**src/rtl/codec_init_seq.sv**
```systemverilog
// codec_init_seq: walks a fixed 11-entry {register,data} table and hands each
// entry to a downstream I2C byte writer, one write request per entry, with an
// idle gap between writes. All outputs are registered decodes of the FSM state
// and index, so they trail the state register by one clock.
//
// Ports
//   sys_clk      in   system clock, rising edge
//   reset        in   synchronous active-high reset
//   start        in   level; (re)runs the sequence from IDLE, DONE or ERROR
//   i2c_addr     out  [7:0] device write address byte (DEV_ADDR)
//   i2c_register out  [7:0] register byte of the current entry
//   i2c_data     out  [7:0] data byte of the current entry
//   i2c_write    out  one-cycle write request
//   i2c_done     in   one-cycle completion pulse from the writer
//   busy         out  sequence running
//   init_done    out  whole table written
//   error        out  write timed out (only with CODEC_INIT_TIMEOUT_EN)
//   index        out  [3:0] table entry being issued/awaited
//
// Build option: define CODEC_INIT_TIMEOUT_EN to add a per-write watchdog of
// TIMEOUT_CYCLES clocks that parks the sequence in ERROR.
module codec_init_seq #(
  parameter logic [7:0]  DEV_ADDR       = 8'h34,
  parameter int unsigned GAP_CYCLES     = 16,
  parameter int unsigned TIMEOUT_CYCLES = 2000000
) (
  input  logic       sys_clk,
  input  logic       reset,
  input  logic       start,
  output logic [7:0] i2c_addr,
  output logic [7:0] i2c_register,
  output logic [7:0] i2c_data,
  output logic       i2c_write,
  input  logic       i2c_done,
  output logic       busy,
  output logic       init_done,
  output logic       error,
  output logic [3:0] index
);

  localparam int unsigned NUM_ENTRIES = 11;
  localparam int unsigned IDX_W       = 4;
  localparam int unsigned GAP_W       = 16;
  localparam int unsigned TO_W        = 32;
  localparam logic [IDX_W-1:0] LAST_IDX = IDX_W'(NUM_ENTRIES - 1);
  localparam logic [GAP_W-1:0] GAP_END  = GAP_W'(GAP_CYCLES);

  typedef enum logic [2:0] {
    S_IDLE,
    S_ISSUE,
    S_WAIT,
    S_GAP,
    S_DONE,
    S_ERROR
  } state_t;

  state_t           r_state, w_state_nxt;
  logic [IDX_W-1:0] r_idx, w_idx_nxt;
  logic [GAP_W-1:0] r_gap_cnt, w_gap_cnt_nxt;

  logic       r_write;
  logic       r_busy;
  logic       r_init_done;
  logic       r_error;
  logic [3:0] r_index;
  logic [7:0] r_addr;
  logic [7:0] r_register;
  logic [7:0] r_data;

`ifdef CODEC_INIT_TIMEOUT_EN
  localparam logic [TO_W-1:0] TO_LAST = TO_W'(TIMEOUT_CYCLES - 1);
  logic [TO_W-1:0] r_to_cnt, w_to_cnt_nxt;
`else
  // Timeout limit has no effect when the watchdog is compiled out.
  logic w_unused_timeout;
  assign w_unused_timeout = ^TO_W'(TIMEOUT_CYCLES);
`endif

  // Codec bring-up table: reset, power-up, line-in, headphone, paths,
  // I2S slave 16-bit, sampling, activate.
  function automatic logic [15:0] table_entry(input logic [IDX_W-1:0] idx);
    case (idx)
      4'd0:    table_entry = 16'h1E00;
      4'd1:    table_entry = 16'h0C00;
      4'd2:    table_entry = 16'h0017;
      4'd3:    table_entry = 16'h0217;
      4'd4:    table_entry = 16'h0479;
      4'd5:    table_entry = 16'h0679;
      4'd6:    table_entry = 16'h0812;
      4'd7:    table_entry = 16'h0A00;
      4'd8:    table_entry = 16'h0E02;
      4'd9:    table_entry = 16'h1000;
      4'd10:   table_entry = 16'h1201;
      default: table_entry = 16'h0000;
    endcase
  endfunction

  // State, index and counter registers.
  always_ff @(posedge sys_clk) begin
    if (reset) begin
      r_state   <= S_IDLE;
      r_idx     <= '0;
      r_gap_cnt <= '0;
`ifdef CODEC_INIT_TIMEOUT_EN
      r_to_cnt  <= '0;
`endif
    end else begin
      r_state   <= w_state_nxt;
      r_idx     <= w_idx_nxt;
      r_gap_cnt <= w_gap_cnt_nxt;
`ifdef CODEC_INIT_TIMEOUT_EN
      r_to_cnt  <= w_to_cnt_nxt;
`endif
    end
  end

  // Next-state logic.
  always_comb begin
    w_state_nxt   = r_state;
    w_idx_nxt     = r_idx;
    w_gap_cnt_nxt = r_gap_cnt;
`ifdef CODEC_INIT_TIMEOUT_EN
    w_to_cnt_nxt  = r_to_cnt;
`endif
    unique case (r_state)
      S_IDLE, S_DONE, S_ERROR: begin
        if (start) begin
          w_state_nxt = S_ISSUE;
          w_idx_nxt   = '0;
        end
      end
      S_ISSUE: begin
        w_state_nxt = S_WAIT;
`ifdef CODEC_INIT_TIMEOUT_EN
        w_to_cnt_nxt = '0;
`endif
      end
      S_WAIT: begin
        if (i2c_done) begin
          if (r_idx == LAST_IDX) begin
            w_state_nxt = S_DONE;
          end else begin
            w_state_nxt   = S_GAP;
            w_gap_cnt_nxt = '0;
          end
        end
`ifdef CODEC_INIT_TIMEOUT_EN
        else if (r_to_cnt == TO_LAST) begin
          w_state_nxt = S_ERROR;
        end else begin
          w_to_cnt_nxt = r_to_cnt + TO_W'(1);
        end
`endif
      end
      S_GAP: begin
        // The entry edge counts as slot 0, so GAP_CYCLES full idle cycles
        // elapse before the move to ISSUE.
        if (r_gap_cnt == GAP_END) begin
          w_state_nxt   = S_ISSUE;
          w_idx_nxt     = r_idx + IDX_W'(1);
          w_gap_cnt_nxt = '0;
        end else begin
          w_gap_cnt_nxt = r_gap_cnt + GAP_W'(1);
        end
      end
      default: w_state_nxt = S_IDLE;
    endcase
  end

  // Registered outputs decoded from the current state.
  always_ff @(posedge sys_clk) begin
    if (reset) begin
      r_write     <= 1'b0;
      r_busy      <= 1'b0;
      r_init_done <= 1'b0;
      r_error     <= 1'b0;
      r_index     <= '0;
      r_addr      <= DEV_ADDR;
      r_register  <= '0;
      r_data      <= '0;
    end else begin
      r_write     <= (r_state == S_ISSUE);
      r_busy      <= (r_state == S_ISSUE) || (r_state == S_WAIT) || (r_state == S_GAP);
      r_init_done <= (r_state == S_DONE);
      r_error     <= (r_state == S_ERROR);
      r_index     <= r_idx;
      r_addr      <= DEV_ADDR;
      // Bytes change only when a new entry is issued, so they stay put for
      // the whole write.
      if (r_state == S_ISSUE) begin
        {r_register, r_data} <= table_entry(r_idx);
      end
    end
  end

  assign i2c_write    = r_write;
  assign busy         = r_busy;
  assign init_done    = r_init_done;
  assign error        = r_error;
  assign index        = r_index;
  assign i2c_addr     = r_addr;
  assign i2c_register = r_register;
  assign i2c_data     = r_data;

endmodule
```
**config.mk**
```make
export PLATFORM = sky130hd
export DESIGN_NAME = codec_init_seq
export DESIGN_NICKNAME = d
export VERILOG_FILES = /design/src/rtl/codec_init_seq.sv
export SDC_FILE = /design/constraint.sdc
export NUM_CORES = 1
export LEC_CHECK = 0
export CAP_MARGIN = 0
export CORE_UTILIZATION = 60
export CTS_BUF_LIST = sky130_fd_sc_hd__clkbuf_2 sky130_fd_sc_hd__clkbuf_4 sky130_fd_sc_hd__clkbuf_8
export CTS_CLUSTER_DIAMETER = 60
export DETAILED_ROUTE_END_ITERATION = 10
export GPL_TIMING_DRIVEN = 0
export PLACE_DENSITY = 0.86
export REMOVE_ABC_BUFFERS = 1
export SLEW_MARGIN = 10
export SYNTH_ARGS = -nofsm -noshare
export SYNTH_HDL_FRONTEND = slang
export SYNTH_SLANG_ARGS = --single-unit
export TNS_END_PERCENT = 30
```
**constraint.sdc**
```tcl
create_clock -name sys_clk -period 2.5 [get_ports sys_clk]
set_input_delay 0.375 -clock sys_clk [delete_from_list [all_inputs] [get_ports sys_clk]]
set_output_delay 0.375 -clock sys_clk [all_outputs]
set_load 0.005 [all_outputs]
```
==> results of run 1 <==
==> per-layer routing <==
layer  vias up  routed length [um]  track usage, %
li1        958                   -               -
met1       936                2080            28.2
met2        64                2200            42.0
met3         9                 256            5.99
met4         0                  79            12.5
met5         -                   0               0
==> power by group through the flow <==
| stage | combinational, W | sequential [W] | clock (W) |
|---|---|---|---|
| after detailed placement | 0.000211 | 0.000710 | 0 |
| after CTS | 0.000214 | 0.000696 | 0.000474 |
| final | 0.000213 | 0.000697 | 0.000461 |
| after global placement | 0.000208 | 0.000709 | 0 |
| after global routing | 0.000237 | 0.000701 | 0.000503 |
| after floorplan | 0.000127 | 0.000707 | 0 |
==> tightest hold or removal path, delay by kind of cell (launching register included) <==
| kind | cells | cell delay (ns) |
|---|---|---|
| flops | 1 | 0.32 |
| simple gates | 1 | 0.05 |
| compound gates | 1 | 0.05 |
==> flip-flops by register name, summed over array words and instances, names as in the netlist <==
register and flops:
r_gap_cnt 16, i2c_data 5, i2c_register 4, index 4
r_idx 4, r_state 3, busy 1, error 1
i2c_write 1, init_done 1
==> cells by family after synthesis <==
logic type	count (synthesis)
adder cells (fa/ha/maj)	10
AND/OR/NAND/NOR	100
AO/OA/AOI/OAI	63
multiplexers	3
flip-flops	40
other	2
buffers and inverters	44
XOR/XNOR	2
==> layout make-up <==
type | instances | area [um2] | area share, %
Clock buffer | 6 | 82.6 | 3.30
Inverter | 11 | 41.3 | 1.65
Multi-Input combinational cell | 191 | 1290 | 51.3
Clock inverter | 2 | 15.0 | 0.599
Timing Repair Buffer | 22 | 220 | 8.79
Tap cell | 48 | 60.1 | 2.40
Sequential cell | 40 | 801 | 32.0
==> cell usage in the layout (no fill, tap or decap), types with 2 or more instances in the layout <==
cell type,count
dfxtp_1,40
mux2i_1,3
o311ai_1,2
clkinvlp_4,2
or2b_1,2
conb_1,13
nor3_1,5
o21ai_0,7
a21o_1,2
and4_1,5
o211ai_1,4
nand3b_1,3
and3_1,3
o22ai_1,3
clkbuf_8,6
inv_1,10
nand2_1,19
and2_1,5
ha_1,10
or3_1,3
a21oi_1,13
xor2_1,2
nor2_1,17
clkdlybuf4s50_1,22
nor3b_1,4
nand3_1,12
a41oi_1,2
a31oi_1,14
and3b_1,2
nand4_1,9
==> timing repair <==
action,CTS,global route
hold buffers,0,0
pin swaps,0,0
setup endpoints to repair,4,1
resized for setup,1,1
==> through the flow <==
| stage | area, um2 | power, W |
|---|---|---|
| final | 2510 | 0.00137 |
| after global routing | 2510 | 0.00144 |
| after global placement | 2400 | 0.000917 |
| after CTS | 2500 | 0.00138 |
| after detailed placement | 2400 | 0.000922 |
| after floorplan | 2120 | 0.000834 |
==> worst paths after layout <==
path | startpoint | to | cells after the start
setup reg to reg | r_state[0] | r_gap_cnt[15] | 4
setup / recovery | reset | r_gap_cnt[15] | 5
hold reg to reg | i2c_data[2] | i2c_data[2] | 2
hold / removal | i2c_data[2] | i2c_data[2] | 2
==> impl_metrics.tcl, run 1 <==
set metrics [dict create \
    status "complete, no violations" \
    drc 0 \
    cts-root-buf "clkbuf_8" \
    dpl.cell_count 312 \
    finalCritPeriodShare_pct 91.6 \
    drv_cap 0 \
    io_pins 36 \
    worst_clock_skew_ns 0.0100 \
    worst_slack_ns 0.210 \
    grt_max_degree 33 \
    cp_top_family "buffers and inverters" \
    drt_iter0_drc 140 \
    antenna_found_initial 0 \
    num_rows 22 \
    critPathSlowestCell "clkdlybuf4s50_1" \
    cts_tree "done" \
    slew_headroom_pct 36.8 \
    async_flop_share_pct 0 \
    drv_slew 0 \
    antenna_left 0 \
    globalplace.congestion 0.843 \
    fp.dieArea_mm2 0.00416 \
    grt_pass1_vias 1838 \
    clockBufferDepth 2 \
    synth_top_family_by_area "simple AND/OR/NAND/NOR gates" \
    avgViaCountPerCell 6.15 \
    crit_buf_inv 2 \
    synth-simple-area-share_pct 24.6 \
    fp.dieH_um 64.5 \
    detailed_place_hpwl_um 3110 \
    start_util_pct 63.5 \
    final_core_util_pct 67.9 \
    netSwitchingFraction_pct 28.0 \
    timing.fmax_ghz 0.437 \
    rsz0062_at_grt "false" \
    p_seq_share_pct 50.8 \
    synth-compound-area-share_pct 20.4 \
    clock_sinks 40 \
    yosysWarnings 0 \
    antenna_cells 0 \
    arrival_ns 2.47 \
    clk_pin_slew_ns 0.08 \
    power.switching_w 0.000384 \
    tightest_slew_ns 0.945 \
    setup_viol 0 \
    io_buffers 22 \
    min_path_type "reg2reg" \
    yosys.area_share.adder_pct 5.34 \
    hold_viol 0 \
    slowest_delay_ns 1.09 \
    vias 1967 \
    power.share.clock_pct 33.6 \
    dp_worst_setup_slack_ns -0.368 \
    power.density_mw_per_mm2 547 \
    min_period_ns 2.29 \
    wirelength_um 4610 \
    synth-main-ff-cell "dfxtp_1" \
    htreeDepth 2 \
    cp-start-kind "input pin" \
    end_kind "flop" \
    yosysTopAreaCell "dfxtp_1" \
    worstSkewPairLatency_ns 0.30 \
    yosys_register_bits 40 \
    synth.mux.area_fraction_pct 1.28 \
    vdd_drop_max_mv 0.303 \
    worst_ep_required_time_ns 2.68 \
    p_comb_share_pct 15.6 \
    fillers 305 \
    drive_gt1_share_pct 7.72 \
    intPower_w 0.000988 \
    final_cells 320 \
    synth_edf_count 0 \
    core_mm2 0.00369 \
    worst-setup-path-type "in2reg" \
    postCtsSetupBuffers 0 \
    netlist_area_mm2 0.00234 \
    postSynthAreaPerCell_um2 8.87 \
    setup_tns_ns 0 \
    crit_chain "clkdlybuf4s50_1, inv_1, and2_2, nand2_1, o211ai_1" \
    synth_cell_type_count 60 \
    grt_pass1_wl_um 7910 \
    cts_made_buffers 5 \
    postSynthCellCount 264 \
    crit_fanout 25 \
    synth_top_area_share_pct 34.2 \
    yosysSeqAreaShare_pct 34.2 \
    nNetsFinal 285 \
    synth.most_common_cell "dfxtp_1" \
    syn_to_final_growth_pct 7.05 \
    leakagePower_nw 0.860 \
    grt-ovfl-total 0 \
    whs_ns 0.465 \
    routedWlPerCell_um 14.4 \
    die_w_um 64.5 \
    drt-pass1-iter-count 4 \
    synthXorXnorAreaFrac_pct 0.748 \
    synth_common_cells "dfxtp_1 (40), buf_4 (20), nand2_1 (19)" \
    synth_area_leaders "dfxtp_1 (34%), buf_4 (6.4%), ha_1 (5.3%)" \
    rrSetupSlack_ns 0.36 \
    grt_usage_pct 24.5 \
]
Power figures use the tool's default switching activity.
==> run 2: changes to the inputs <==
- HOLD_SLACK_MARGIN: not set -> 0.03
==> results of run 2 <==
Final layout, timing and power as in run 1 (identical DEF).
==> run 3: changes to the inputs <==
- CORE_UTILIZATION: 60 -> 40
- MAX_ROUTING_LAYER: not set -> met4
- PLACE_DENSITY: 0.86 -> 0.6
==> impl_metrics.tcl, run 3 (synthesis results as in run 1) <==
set metrics [dict create \
    cts-root-buf "clkbuf_8" \
    timing.fmax_ghz 0.472 \
    num_rows 27 \
    crit_fanout 20 \
    io_pins 36 \
    power.density_mw_per_mm2 535 \
    worst-setup-path-type "reg2reg" \
    arrival_ns 2.34 \
    htreeDepth 2 \
    dpl.cell_count 336 \
    clockBufferDepth 2 \
    drv_slew 0 \
    hold_viol 0 \
    worst_ep_required_time_ns 2.72 \
    drive_gt1_share_pct 7.72 \
    clk_pin_slew_ns 0.08 \
    setup_viol 0 \
    drv_cap 0 \
    antenna_found_initial 0 \
    start_util_pct 42.0 \
    nNetsFinal 285 \
    slew_headroom_pct 35.0 \
    grt_use_met2_pct 24.0 \
    drc 0 \
    cp_top_family "simple AND/OR/NAND/NOR gates" \
    worstSkewPairLatency_ns 0.29 \
    grt.met3_usage_pct 3.49 \
    final_common_cell "dfxtp_1" \
    clock_sinks 40 \
    antenna_left 0 \
    antenna_cells 0 \
    cp-start-kind "flop" \
    slowest_delay_ns 0.62 \
    grt_pass1_vias 1672 \
    core_mm2 0.00557 \
    crit_buf_inv 0 \
    io_buffers 22 \
    finalCritPeriodShare_pct 84.8 \
    routedWlPerCell_um 13.3 \
    use_met1_pct 22.2 \
    cts_made_buffers 5 \
    whs_ns 0.451 \
    cts_tree "done" \
    detailed_place_hpwl_um 3140 \
    drt-pass1-iter-count 4 \
    crit_chain "and3b_1, and2_2, nand2_1, o211ai_1" \
    critPathSlowestCell "and3b_1" \
    final_cells 344 \
    tightest_slew_ns 0.974 \
    fp.dieArea_mm2 0.00616 \
    vias 1876 \
    avgViaCountPerCell 5.45 \
    status "complete, no violations" \
    min_period_ns 2.12 \
    layout_common_cells "dfxtp_1 (40), clkdlybuf4s50_1 (21), nand2_1 (19), nor2_1 (17), a31oi_1 (14)" \
    setup_tns_ns 0 \
    globalplace.congestion 0.825 \
    rsz0062_at_grt "false" \
    placed_cell_area_mm2 0.00243 \
    drt_iter0_drc 97 \
    die_w_um 78.5 \
    rrSetupSlack_ns 0.38 \
    postCtsSetupBuffers 0 \
    total_power_w 0.00135 \
    min_path_type "reg2reg" \
    end_kind "flop" \
    top_register "r_gap_cnt" \
    leakagePower_nw 0.868 \
    busiest_layer "met2" \
    grt_pass1_wl_um 7740 \
    design_area_mm2 0.00253 \
    grt-ovfl-total 0 \
    fp.dieH_um 78.5 \
    grt_max_degree 33 \
    worst_clock_skew_ns 0.0112 \
    largest_reg_flops 16 \
    wirelength_um 4590 \
    syn_to_final_growth_pct 8.07 \
    vdd_drop_max_mv 0.290 \
    grt_usage_pct 16.2 \
]
-- run 3: changes by cell type in the layout (fill, tap and decap cells not counted) --
cell | before | now
clkdlybuf4s50_1 | 22 | 21
clkinvlp_4 | 2 | 0
dlygate4sd2_1 | 0 | 1
clkinv_2 | 0 | 2
-- run 3: final cells by class --
type,instances,area (um2)
clock buffers,6,82.6
clock inverters,2,10.0
fillers,559,3040
inverters,11,41.3
multi-input cells,191,1290
flip-flops and latches,40,801
well taps,72,90.1
repair buffers,22,219
-- run 3: final timing paths --
kind	cells after the start	endpoint	startpoint
worst min-delay path	2	i2c_data[2]	i2c_data[2]
worst min register to register	2	i2c_data[2]	i2c_data[2]
worst max register to register	4	r_gap_cnt[15]	r_state[0]
worst max-delay path	4	r_gap_cnt[15]	r_state[0]
-- run 3: metal layers --
metal | up-vias | wire length (um)
met5 | - | 0
met4 | 0 | 15
met3 | 2 | 141
met2 | 40 | 2030
met1 | 884 | 2400
li1 | 950 | -
-- run 3: per-stage QoR --
stage | utilization, % | worst slack, ns
CTS | 45.2 | 0.0947
floorplan | - | 0.575
detailed placement | 43.6 | -0.473
finish | 45.4 | 0.381
global placement | 43.6 | -0.453
global route | 45.4 | 0.145
-- run 3: worst register-to-register path: stages (launching register included) --
cell and delay [ns]:
dfxtp_1 0.49, and3b_1 0.62, and2_2 0.49, nand2_1 0.24, o211ai_1 0.21
-- run 3: power breakdown --
part | internal, W | switching, W
Sequential | 0.000668 | 0.0000275
Clock | 0.000220 | 0.000223
Combinational | 0.0000959 | 0.000120
Total | 0.000984 | 0.000371
-- run 3: what timing repair did --
action,4_1_cts,5_1_grt
pin swaps,0,0
setup endpoints to repair,6,8
hold buffers,0,0
resized for setup,1,2
gates cloned,0,0
==> RTL change 1: new RTL, config.mk and constraints of run 3 <==
Add a define of `CODEC_INIT_TIMEOUT_EN`.
--- a/src/rtl/codec_init_seq.sv
+++ b/src/rtl/codec_init_seq.sv
@@ -19,6 +19,8 @@
 //
 // Build option: define CODEC_INIT_TIMEOUT_EN to add a per-write watchdog of
 // TIMEOUT_CYCLES clocks that parks the sequence in ERROR.
+`define CODEC_INIT_TIMEOUT_EN
+
 module codec_init_seq #(
   parameter logic [7:0]  DEV_ADDR       = 8'h34,
   parameter int unsigned GAP_CYCLES     = 16,
Check against the original RTL: no difference found for any inputs over 10 cycles, from zero or initial values and one cycle with reset high; that may be too few to reach the edited logic, so the function may still have changed.
==> RTL change 1 against run 3 <==
  * Power is 83% higher
  * Sequential cell count up 32
  * Setup slack got worse by 0.22 ns
  * Routed wire length up 120%
  * Synthesized cell count grew 89%
  * Critical path depth increased by 3
  * Design area is 79% higher
  * Synthesized area increased by 70%
  * Critical endpoint is now r_to_cnt[14]$_SDFFE_PP0P_
  * Largest power group unchanged
  * Highest routed layer unchanged
==> RTL change 1: results (changes against run 3) <==
CTS
  • Total CTS buffers: 9 (was 5)
  • CTS resizes: 5 (was 1)
  • Clock latency on the worst-skew pair: 0.36 ns (was 0.29 ns)

Detailed routing
  • Metal2 WL: 4702 um (was 2030 um)
  • DR pass1 iterations: 5 (was 4)
  • Met1 wire length: 4731 um (was 2401 um)
  • Vias/cell: 5.801 (was 5.453)
  • Initial DRC Count: 185 (was 97)

Placed design
  • RePlAce Congestion: 0.8677 (was 0.8254)
  • Dpl hpwl: 6659 um (was 3138 um)
  • Placed Cells: 624 (was 336)

Yosys
  • XOR/XNOR Fraction of Synth Area: 0.02633 (was 0.007483)
  • Synth Area in Compound Gates: 0.1649 (was 0.2042)
  • Sequential share of the synthesized area: 0.3611 (was 0.3421)
  • Area share of fa/ha/maj cells after synthesis: 0.03448 (was 0.05345)
  • Area contributors post-synth: dfxtp_1 (36%), nor2_1 (5.6%), nand2_1 (3.7%) (was dfxtp_1 (34%), buf_4 (6.4%), ha_1 (5.3%))
  • Syn Std Cell Area: 3991 um2 (was 2341 um2)
  • Mux cell area share after synthesis: 0.02414 (was 0.01283)

Critical path
  • Crit-path max cell delay: 0.70 ns (was 0.62 ns)
  • CP max-delay cell: nor2_2 (was and3b_1)
  • Worst EP arrival: 2.59 ns (was 2.34 ns)

Cells and area
  • Final cell count without fillers: 644 (was 344)
  • Largest register FFs: 32 (was 16)
  • Fill cells: 1009 (was 559)

Min path
  • HP Start: i2c_register[2]$_SDFFE_PP0P_ (was i2c_data[2]$_SDFFE_PP0P_)

Pwr
  • Leakage: 1.508 nW (was 0.8684 nW)
  • Clk pwr share: 0.396 (was 0.327)
  • Max VDD drop: 0.0002397 V (was 0.0002900 V)
  • Comb power frac: 0.116 (was 0.159)

Global route
  • Vias in the first global route: 3525 (was 1672)
  • Met2 Use GR: 0.3290 (was 0.2400)
  • Largest net degree at the start of global routing: 36 (was 33)
  • GR met3 Demand/Resource: 0.03420 (was 0.03488)

Run status
  • Outcome: finished, final reports clean (unchanged)
==> RTL change 1: changes by cell type in the layout (fill, tap and decap cells not counted), moves of 13 or more <==
cell,change
nor3_1,+21
nor2_1,+39
nand2_1,+19
nand4_1,+13
dfxtp_1,+32
nand3_1,+13
==> RTL change 1: worst paths after layout <==
path                                        to  cells past startpoint
setup / recovery     r_to_cnt[14]$_SDFFE_PP0P_                      7
setup reg to reg     r_to_cnt[14]$_SDFFE_PP0P_                      7
hold reg to reg   i2c_register[2]$_SDFFE_PP0P_                      2
hold / removal    i2c_register[2]$_SDFFE_PP0P_                      2
==> RTL change 1: final cells by class <==
class,instances,area (um2),share of cell area
Timing Repair Buffer,27,265.3,0.05863
Multi-Input combinational cell,377,2366,0.5230
Clock inverter,2,37.54,0.008296
Inverter,20,75.07,0.01659
Sequential cell,72,1441,0.3186
Tap cell,133,166.4,0.03678
Clock buffer,13,172.7,0.03816
==> RTL change 2: new RTL, flow settings as in run 3 <==
Made on the original files. Put one more register stage on the output `error`, without a reset. The value now appears one clock later. The other outputs are not delayed to match.
--- a/src/rtl/codec_init_seq.sv
+++ b/src/rtl/codec_init_seq.sv
@@ -196,7 +196,9 @@
   assign i2c_write    = r_write;
   assign busy         = r_busy;
   assign init_done    = r_init_done;
-  assign error        = r_error;
+  always_ff @(posedge sys_clk) begin
+    error <= r_error;
+  end
   assign index        = r_index;
   assign i2c_addr     = r_addr;
   assign i2c_register = r_register;
Check against the original RTL: no difference found for any inputs over 10 cycles, from zero or initial values and one cycle with reset high; that may be too few to reach the edited logic, so the function may still have changed.
==> RTL change 2 against run 3 <==
  * Via count is 0.69% higher
  * Count of clock-buffer cells in the layout is 2 higher
  * Synthesized area is 0.86% higher
  * Power is 1.5% higher
  * Sequential cell count is 1 higher
  * Routed wire length is 0.81% lower
  * Critical path depth stayed put
  * Clock skew is 0.0063 ns lower
  * Setup slack worse by 0.026 ns
  * Design area is 0.74% higher
  * Critical endpoint unchanged
==> RTL change 2: results (changes against run 3) <==
Global route
  • Vias in the first global route: 1674 (was 1672)
  • First-pass GRT wire length: 7859 um (was 7741 um)
  • All-layer global routing usage: 0.1622 (about the same)

Run status
  • Outcome: finished, final reports clean (unchanged)

Timing
  • Fin Setup TNS: 0 ns (unchanged)
  • Max Fclk: 466.1 MHz (was 471.9 MHz)
  • Clk_skew: 0.004979 ns (was 0.01125 ns)
  • Worst-Margin Slew: 0.9581 ns (was 0.9743 ns)

Pwr
  • Leakage: 0.8753 nW (was 0.8684 nW)
  • Max VDD drop: 0.0003828 V (was 0.0002900 V)

Placed design
  • Placed Cells: 337 (was 336)
  • Area after DPL: 2449 um2 (was 2429 um2)
  • Dpl hpwl: 3119 um (was 3138 um)
  • Worst slack at placement: -0.4072 ns (was -0.4727 ns)
  • RePlAce Congestion: 0.7913 (was 0.8254)

Yosys
  • Top post-synthesis cells by count: dfxtp_1 (41), buf_4 (20), nand2_1 (19), nor2_1 (17), a31oi_1 (14) (was dfxtp_1 (40), buf_4 (20), nand2_1 (19), nor2_1 (17), a31oi_1 (14))
  • Syn Inst Count: 265 (was 264)
  • Yosys Warn Count: 0 (unchanged)
  • Sequential share of the synthesized area: 0.3476 (was 0.3421)
  • Area contributors post-synth: dfxtp_1 (35%), buf_4 (6.4%), ha_1 (5.3%) (was dfxtp_1 (34%), buf_4 (6.4%), ha_1 (5.3%))

Min path
  • HP Start: r_error$_SDFF_PP0_ (was i2c_data[2]$_SDFFE_PP0P_)

Detailed routing
  • Total number of vias: 1889 (was 1876)
  • Drt wl/cell: 13.19 um (was 13.34 um)

Cells and area
  • Share of post-route cells with drive strength above 1: 0.07692 (was 0.07721)
  • Final cell count without fillers: 345 (was 344)
  • Fin nets: 286 (was 285)
  • Fill cells: 587 (was 559)

Critical path
  • Worst EP arrival: 2.36 ns (was 2.34 ns)
  • Crit-path max cell delay: 0.64 ns (was 0.62 ns)
## RTL change 2: layout make-up
type,instances,area share
flip-flops and latches,41,0.3220
repair buffers,22,0.08591
well taps,72,0.03535
inverters,11,0.01620
clock buffers,8,0.03584
multi-input cells,191,0.5047
## RTL change 2: logic make-up (layout without fill, tap and decap cells)
kind of cell             after synthesis  in the layout  synth area share
AO/OA/AOI/OAI                         63             63            0.2024
XOR/XNOR                               2              2          0.007421
adder cells (fa/ha/maj)               10             10           0.05299
buffers and inverters                 44             41            0.1293
flip-flops                            41             41            0.3476
multiplexers                           3              3           0.01272
other                                  2             13          0.003181
AND/OR/NAND/NOR                      100            100            0.2443
## RTL change 2: worst min-delay path by stage
stage | endpoint | slack (ns) | depth (start not counted)
after CTS | error$_DFF_P_ | 0.33 | 0
after global routing | error$_DFF_P_ | 0.34 | 0
after floorplan | error$_DFF_P_ | 0.31 | 0
after global placement | error$_DFF_P_ | 0.31 | 0
final | error$_DFF_P_ | 0.33 | 0
after detailed placement | error$_DFF_P_ | 0.32 | 0
## RTL change 2: power groups by stage
stage | logic (mW) | clock network (mW) | registers, mW
CTS | 0.217 | 0.473 | 0.711
global placement | 0.215 | 0 | 0.726
finish | 0.215 | 0.448 | 0.711
floorplan | 0.127 | 0 | 0.723
global route | 0.241 | 0.490 | 0.717
detailed placement | 0.215 | 0 | 0.726
## RTL change 2: routing by layer
layer / routed length, um / GRT usage
met5: 0 / -
met4: 47 / 0.04364
met3: 149 / 0.03563
met2: 2095 / 0.2626
met1: 2258 / 0.2045
## RTL change 2: timing repair
action	CTS	global route
gates cloned	0	0
endpoints found under the setup margin	6	9
gates resized for setup	1	2
hold buffers	0	0
## RTL change 2: metrics by stage
| stage | util | hold slack, ns |
|---|---|---|
| 2_1_floorplan | - | 0.3096 |
| 3_3_place_gp | 0.4366 | 0.3124 |
| 3_5_place_dp | 0.4366 | 0.3154 |
| 4_1_cts | 0.4527 | 0.3337 |
| 5_1_grt | 0.4545 | 0.3354 |
| 6_report | 0.4545 | 0.3309 |
